--- src/rtl/sequenciador_multiciclo_pkg.sv ---
// Shared definitions for the multicycle processor controller: opcodes, step
// encodings, default widths and the register one-hot select helper.
package proc_pkg;

  localparam int unsigned IW_DEF     = 9;
  localparam int unsigned N_REGS_DEF = 8;

  localparam logic [2:0] OP_MV  = 3'b000;
  localparam logic [2:0] OP_MVI = 3'b001;
  localparam logic [2:0] OP_ADD = 3'b010;
  localparam logic [2:0] OP_SUB = 3'b011;

  typedef enum logic [1:0] {
    T0 = 2'b00,
    T1 = 2'b01,
    T2 = 2'b10,
    T3 = 2'b11
  } step_t;

  // Register index 0 maps to the MSB of the Rin/Rout buses.
  function automatic logic [7:0] onehot_sel(input logic [2:0] idx);
    return 8'b1000_0000 >> idx;
  endfunction

endpackage

--- src/rtl/sequenciador_multiciclo_if.sv ---
// Controller bundle: start/instruction inputs and all datapath enables.
interface sequenciador_multiciclo_if #(
  parameter int unsigned N_REGS = 8
);
  logic              Run;
  logic [15:0]       DIN;
  logic              IRin;
  logic [N_REGS-1:0] Rin;
  logic [N_REGS-1:0] Rout;
  logic              Ain;
  logic              Gin;
  logic              Gout;
  logic              AddSub;
  logic              DINout;
  logic              Done;
  logic [1:0]        Tstep;

  modport master (
    output Run, DIN,
    input  IRin, Rin, Rout, Ain, Gin, Gout, AddSub, DINout, Done, Tstep
  );

  modport slave (
    input  Run, DIN,
    output IRin, Rin, Rout, Ain, Gin, Gout, AddSub, DINout, Done, Tstep
  );
endinterface

--- src/rtl/sequenciador_multiciclo_contador_passos.sv ---
// Two-bit instruction step register: async reset, synchronous clear back to T0
// and increment.
module contador_passos
  import proc_pkg::*;
(
  input  logic  Clock,
  input  logic  Reset,
  input  logic  clear,
  input  logic  inc,
  output step_t step
);

  always_ff @(posedge Clock or posedge Reset) begin
    if (Reset) begin
      step <= T0;
    end else if (clear) begin
      step <= T0;
    end else if (inc) begin
      step <= step_t'(step + 2'd1);
    end
  end

endmodule

--- src/rtl/sequenciador_multiciclo.sv ---
// Multicycle processor control: latches the instruction in T0 and decodes
// {step, ir_q} into the datapath enables for T1..T3.
module sequenciador_multiciclo
  import proc_pkg::*;
#(
  parameter int unsigned N_REGS = N_REGS_DEF,
  parameter int unsigned IW     = IW_DEF
) (
  input logic                    Clock,
  input logic                    Reset,
  sequenciador_multiciclo_if.slave bus
);

  step_t             step;
  logic [IW-1:0]     ir_q;
  logic [2:0]        opcode;
  logic [2:0]        x;
  logic [2:0]        y;
  logic              clear;
  logic              inc;
  logic              irin;
  logic [N_REGS-1:0] rin;
  logic [N_REGS-1:0] rout;
  logic              ain;
  logic              gin;
  logic              gout;
  logic              addsub;
  logic              dinout;
  logic              done;
  logic              unused_din;

  assign opcode     = ir_q[8:6];
  assign x          = ir_q[5:3];
  assign y          = ir_q[2:0];
  assign unused_din = ^bus.DIN[15:IW];

  contador_passos u_passos (
    .Clock (Clock),
    .Reset (Reset),
    .clear (clear),
    .inc   (inc),
    .step  (step)
  );

  always_ff @(posedge Clock or posedge Reset) begin
    if (Reset) begin
      ir_q <= '0;
    end else if (irin) begin
      ir_q <= bus.DIN[IW-1:0];
    end
  end

  // Reset is folded into the T0 decode so IRin cannot leak out while the
  // controller is being held in reset with Run already high.
  always_comb begin
    clear  = 1'b0;
    inc    = 1'b0;
    irin   = 1'b0;
    rin    = '0;
    rout   = '0;
    ain    = 1'b0;
    gin    = 1'b0;
    gout   = 1'b0;
    addsub = 1'b0;
    dinout = 1'b0;
    done   = 1'b0;
    unique case (step)
      T0: begin
        if (bus.Run && !Reset) begin
          irin = 1'b1;
          inc  = 1'b1;
        end
      end
      T1: begin
        unique case (opcode)
          OP_MV: begin
            rout  = N_REGS'(onehot_sel(y));
            rin   = N_REGS'(onehot_sel(x));
            done  = 1'b1;
            clear = 1'b1;
          end
          OP_MVI: begin
            dinout = 1'b1;
            rin    = N_REGS'(onehot_sel(x));
            done   = 1'b1;
            clear  = 1'b1;
          end
          OP_ADD, OP_SUB: begin
            rout = N_REGS'(onehot_sel(x));
            ain  = 1'b1;
            inc  = 1'b1;
          end
          default: begin
            done  = 1'b1;
            clear = 1'b1;
          end
        endcase
      end
      T2: begin
        rout   = N_REGS'(onehot_sel(y));
        gin    = 1'b1;
        addsub = opcode[0];
        inc    = 1'b1;
      end
      T3: begin
        gout  = 1'b1;
        rin   = N_REGS'(onehot_sel(x));
        done  = 1'b1;
        clear = 1'b1;
      end
      default: clear = 1'b1;
    endcase
  end

  assign bus.IRin   = irin;
  assign bus.Rin    = rin;
  assign bus.Rout   = rout;
  assign bus.Ain    = ain;
  assign bus.Gin    = gin;
  assign bus.Gout   = gout;
  assign bus.AddSub = addsub;
  assign bus.DINout = dinout;
  assign bus.Done   = done;
  assign bus.Tstep  = step;

endmodule

--- src/flat_wrapper.sv ---
// flat-port wrapper written by rule: the top's interface ports become plain ports
module sequenciador_multiciclo_flat import proc_pkg::*;
#(
  parameter int unsigned N_REGS = N_REGS_DEF,
  parameter int unsigned IW     = IW_DEF
)
  (Clock, Reset, bus_Run, bus_DIN, bus_IRin, bus_Rin, bus_Rout, bus_Ain, bus_Gin, bus_Gout, bus_AddSub, bus_DINout, bus_Done, bus_Tstep);
  sequenciador_multiciclo_if #(.N_REGS(N_REGS)) bus_i ();
  input logic Clock;
  input logic Reset;
  input wire logic [$bits(bus_i.Run)-1:0] bus_Run;
  input wire logic [$bits(bus_i.DIN)-1:0] bus_DIN;
  output wire logic [$bits(bus_i.IRin)-1:0] bus_IRin;
  output wire logic [$bits(bus_i.Rin)-1:0] bus_Rin;
  output wire logic [$bits(bus_i.Rout)-1:0] bus_Rout;
  output wire logic [$bits(bus_i.Ain)-1:0] bus_Ain;
  output wire logic [$bits(bus_i.Gin)-1:0] bus_Gin;
  output wire logic [$bits(bus_i.Gout)-1:0] bus_Gout;
  output wire logic [$bits(bus_i.AddSub)-1:0] bus_AddSub;
  output wire logic [$bits(bus_i.DINout)-1:0] bus_DINout;
  output wire logic [$bits(bus_i.Done)-1:0] bus_Done;
  output wire logic [$bits(bus_i.Tstep)-1:0] bus_Tstep;
  assign bus_i.Run = bus_Run;
  assign bus_i.DIN = bus_DIN;
  assign bus_IRin = bus_i.IRin;
  assign bus_Rin = bus_i.Rin;
  assign bus_Rout = bus_i.Rout;
  assign bus_Ain = bus_i.Ain;
  assign bus_Gin = bus_i.Gin;
  assign bus_Gout = bus_i.Gout;
  assign bus_AddSub = bus_i.AddSub;
  assign bus_DINout = bus_i.DINout;
  assign bus_Done = bus_i.Done;
  assign bus_Tstep = bus_i.Tstep;
  sequenciador_multiciclo #(.N_REGS(N_REGS), .IW(IW)) u_core (.Clock(Clock), .Reset(Reset), .bus(bus_i));
endmodule
--- config.mk ---
export PLATFORM = sky130hd
export DESIGN_NAME = sequenciador_multiciclo_flat
export DESIGN_NICKNAME = d
export VERILOG_FILES = /design/src/rtl/sequenciador_multiciclo_pkg.sv /design/src/rtl/sequenciador_multiciclo_if.sv /design/src/rtl/sequenciador_multiciclo_contador_passos.sv /design/src/rtl/sequenciador_multiciclo.sv /design/src/flat_wrapper.sv
export SDC_FILE = /design/constraint.sdc
export NUM_CORES = 1
export LEC_CHECK = 0
export CAP_MARGIN = 5
export CORE_MARGIN = 1
export CORE_UTILIZATION = 40
export DETAILED_ROUTE_END_ITERATION = 10
export PLACE_DENSITY = 0.86
export SLEW_MARGIN = 20
export SYNTH_ARGS = -nofsm -noshare
export SYNTH_HDL_FRONTEND = slang
export SYNTH_HIERARCHICAL = 1
export SYNTH_SLANG_ARGS = --single-unit
--- constraint.sdc ---
create_clock -name Clock -period 4.5 [get_ports Clock]
set_input_delay 1.125 -clock Clock [delete_from_list [all_inputs] [get_ports Clock]]
set_output_delay 1.125 -clock Clock [all_outputs]
set_load 0.01 [all_outputs]
Yosys cells after proc, flatten, opt, wreduce, memory -nomap -nowiden --
Cells that the tools add are included.
Operators by class: reduce and logical (&&, ||, !) cells 7, add/sub/neg operators 1, equality and inequality tests 6, muxes and demuxes 18, shifts and indexed selects 2
Operators with widths (number):
- 8-bit case mux with 2 select lines | 3
- 8-bit by 3-bit >> shifter with 8-bit output, first input constant | 2
- 1-bit two-way mux | 10
- 8-bit two-way mux | 1
- 3-bit by 2-bit == test with 1-bit output, second input constant | 2
- 2-bit == test, second input constant | 2
- 2-bit two-way mux | 2
- 2-bit OR reduction | 2
- 3-bit by 1-bit == test with 1-bit output, second input constant | 1
- 3-bit logical NOT | 1
- 1-bit case mux with 3 select lines | 1
- 2-bit by 1-bit adder with 2-bit output, second input constant | 1
- 2-bit by 1-bit == test with 1-bit output, second input constant | 1
- 2-bit logical NOT | 1
- 1-bit case mux with 2 select lines | 1
- 2-bit nonzero test | 1
- 1-bit logical AND | 1
- 1-bit logical NOT | 1
Storage, ports and cells: input bits 19, logic and storage cells 36, register bits after elaboration 11

Longest topological paths before layout --
depth after elaboration 6, mapped depth 8

Cells and area by module --
Netlist, hierarchy kept.
Modules (own cells, without submodules):
- sequenciador_multiciclo | instances 1, area each 663.1 um^2, seq. area each 225.2 um^2, cells each 69
- contador_passos | instances 1, area each 92.6 um^2, seq. area each 50.0 um^2, cells each 8

Worst setup path before layout --
OpenSTA, ideal clock, no wires.
path type input -> output, start input Reset, end output bus_IRin, data required time 3.375 ns, slack 1.836 ns, path buffers 1, stages on the path 3, arrival time 1.539 ns, cell sequence nand3b_1 > buf_2 > inv_1
On the way: cells in the longest elaborated chain, start to end 4
Ends and longest elaborated chain:
- from (decl) | RTL line flat_wrapper.sv:10 | input logic Reset;
- 1-bit logical NOT (no source line)
- 1-bit logical AND | RTL line sequenciador_multiciclo.sv:69 | if (bus.Run && !Reset) begin
- 1-bit two-way mux | RTL line sequenciador_multiciclo.sv:69
- 1-bit two-way mux | RTL line sequenciador_multiciclo.sv:67 | unique case (step)
- to (decl) | RTL line flat_wrapper.sv:13 | output wire logic [$bits(bus_i.IRin)-1:0] bus_IRin;
Every way passes these cells.

Worst setup path in the final report --
Ends and elaborated chain as after synthesis.

==> key figures <==
Clocking
  – CTS Buffer Depth: 2
  – Clock-pin slew on the worst setup and hold paths: 0.07 ns
  – Total CTS buffers: 3
  – CTS root buffer: clkbuf_4
  – CTS tree: yes
  – H-tree levels: 1
  – Clk sinks: 11
  – Post-CTS resize count: 0
  – Worst-skew pair later-pin latency: 0.27 ns
  – Hold_buf cts: 0
  – Postcts setup bufs: 0

Synth
  – Register area share after synthesis: 36.42%
  – Mux cell area share after synthesis: 13.41%
  – Cell count after synthesis: 77
  – Synth Area in Compound Gates: 15.56%
  – Post-synth EDFFs: 0
  – Synth Register Bits: 11
  – Largest family of logic cells by synthesized area: simple AND/OR/NAND/NOR gates
  – Synth Area in XOR/XNOR: 1.159%
  – Distinct cells, synth: 28
  – Post-Syn Area: 755.7 µm²
  – Yosys warnings: 6
  – Synthesized area per cell: 9.815 µm²
  – Post-Synth Adder-Cell Area: 8.278%
  – Syn nets: 101
  – Post-synth top area share: 36.42%
  – Synth async-reset ratio: 100.0%
  – Synth top area cells: dfrtp_1, mux2_2, ha_1, o22ai_1, nor2_1
  – Yosys top cell by area: dfrtp_1
  – Simple-gate area share of the yosys netlist: 21.03%
  – Top_reg_cell synth: dfrtp_1

STA
  – Fmax achieved: 0.2726 GHz
  – Final Skew: 0.001182 ns
  – Final-report setup violation count: 0
  – Worst Max-Slew Pin Slew: 0.3961 ns
  – Max-slew headroom: 73.32%
  – Hold Vio Cnt, Final: 0
  – Final TNS setup: 0 ns
  – Setup ws final: 0.8313 ns
  – Min Tclk post-route: 3.669 ns
  – Final Cycle Share: 81.53%
  – RSZ-0062 raised after global routing: no
  – Final-report max-slew violation count: 0

Power
  – Reg power frac: 36.5%
  – P per Cell Area: 507.8 nW/µm²
  – Max VDD drop: 0.0002758 V
  – Clock Power Share: 11.3%
  – Sw frac: 40.77%
  – P_sw: 0.2435 mW
  – Comb pwr share: 52.1%
  – P_leak: 0.4733 nW
  – Cell-internal power: 0.3537 mW

Finish
  – Fill count: 142
  – Commonest cells after routing, fill and taps aside: clkdlybuf4s50_1, dfrtp_1, mux2_2, nor2_1, inv_1
  – Area of the multi-input gates: 449.2 µm²
  – Final nets: 142
  – # diodes: 0
  – Area grow syn2layout: 55.63%
  – Utilization after layout: 67.38%
  – Layout cell share with drive strength beyond 1: 14.53%
  – Register area: 275.3 µm²
  – Finished Layout Cells: 142
  – Commonest non-fill, non-tap cell in the layout: clkdlybuf4s50_1

Placed design
  – Port Buffers: 36
  – DP Cell Count: 138
  – Final HPWL DP: 1510 µm
  – Post-placement setup slack: 0.8313 ns
  – GP Congestion: 0.7292

Global route
  – Initial antenna violation count: 0
  – GRT Residual Overflow: 0
  – Vias in the first global route: 700
  – First-pass GRT wire length: 3084 µm
  – Gr usage total: 21.33%
  – Largest net degree at the start of global routing: 11

Detailed routing
  – Via density: 5.331
  – Routed Antenna Nets: 0
  – DRC viols: 0
  – Post-Route WL: 1902 µm
  – DR iter-0 viols: 18
  – Per-cell routed wire length: 13.39 µm
  – Vias post-DR: 757
  – Router iterations before antenna repair: 4

Worst setup path
  – FF-to-FF path depth: 8
  – Critical path's largest stage delay: 0.53 ns
  – CP Capture Type: primary output
  – CP Class: input port to primary output
  – R2r setup slk: 2.66 ns
  – CP startpoint kind: input port
  – Slowest CP cell: clkdlybuf4s50_1
  – Critical R2R Launch: u_core/u_passos/step[0]
  – Stages on the worst setup path: 5
  – Critical path, cell by cell: clkdlybuf4s50_1, nand3b_1, buf_4, inv_1, clkdlybuf4s50_1
  – CP arrival: 2.54 ns
  – FF-to-FF End: u_core/u_passos/step[1]
  – Crit path max fanout: 10
  – Most frequent CP cell: clkdlybuf4s50_1
  – Critical Path RT: 3.38 ns
  – CP delay by family, top: buffers and inverters
  – CP Buf/Inv Count: 4

Die
  – Core ar.: 1745 µm²
  – Die height: 45.47 µm
  – # IOs: 44
  – Row count: 15
  – Initial cell density of the core: 43.30%
  – Die area: 2067 µm²
  – Die width: 45.47 µm

Worst hold path
  – Worst hold stages: 1
  – Hold endpoint: u_core/ir_q[2]
  – Min-Delay Startpoint: u_core/ir_q[2]
  – Hold Crit Class: register to register

Status
  – Status: completed

Job
  – Max Cap Violations: 0
## cells by family (layout without fill, tap and decap cells)
kind of cell / after synthesis / count (layout)
XOR/XNOR: 1 / 1
buffers and inverters: 8 / 48
multiplexers: 9 / 9
flip-flops: 11 / 11
AO/OA/AOI/OAI: 16 / 16
AND/OR/NAND/NOR: 27 / 27
adder cells (fa/ha/maj): 5 / 5
## power by group through the flow
stage / combinational, mW / clock, mW / sequential (mW)
2_1_floorplan: 0.198 / 0 / 0.200
3_3_place_gp: 0.300 / 0 / 0.210
3_5_place_dp: 0.309 / 0 / 0.217
4_1_cts: 0.310 / 0.0726 / 0.215
5_1_grt: 0.338 / 0.0754 / 0.227
6_report: 0.311 / 0.0678 / 0.218
## sequential cells by signal, summed over array words and instances, names as in the netlist
name and flops:
u_core/ir_q 9, u_core/u_passos/step 2
## layout make-up
type | instances | share of cell area [%]
timing repair buffer | 37 | 31.28
multi-input combinational | 58 | 38.19
tap | 25 | 2.660
inverter | 7 | 2.234
sequential | 11 | 23.40
clock buffer | 4 | 2.234
## metrics by stage
stage               hold slack, ns  cell area [µm²]  power [mW]
floorplan                   0.5024            755.7      0.3983
global placement            0.5188             1150      0.5095
detailed placement          0.5294             1150      0.5258
CTS                         0.5457             1176      0.5981
global route                0.5904             1176      0.6404
finish                      0.5499             1176      0.5972
## synth_stat cells (2+ instances only)
library cell and instances:
and2_1 2, dfrtp_1 11, ha_1 5, inv_1 7
mux2_2 9, nand2_1 2, nand2b_1 4, nand3b_1 2
nor2_1 9, o211ai_1 2, o22ai_1 6, o32ai_1 2
## metal layers
metal | routed length (µm) | track usage, % | up-vias | part of all wire (%)
met5 | 0 | 0 | - | 0
met4 | 36 | 15.76 | 0 | 1.9
met3 | 71 | 1.190 | 6 | 3.7
met2 | 981 | 32.86 | 30 | 52
met1 | 812 | 28.04 | 365 | 43
li1 | - | - | 356 | -
## worst max-delay path by stage
stage,from,endpoint,slack [ns]
4_1_cts,Reset,bus_IRin,0.83
2_1_floorplan,Reset,bus_IRin,1.84
6_report,Reset,bus_IRin,0.83
3_5_place_dp,Reset,bus_IRin,0.83
3_3_place_gp,Reset,bus_IRin,0.86
5_1_grt,u_core/u_passos/step[1],bus_Rout[7],0.75
Note: power is estimated with default switching activity, not from simulation.
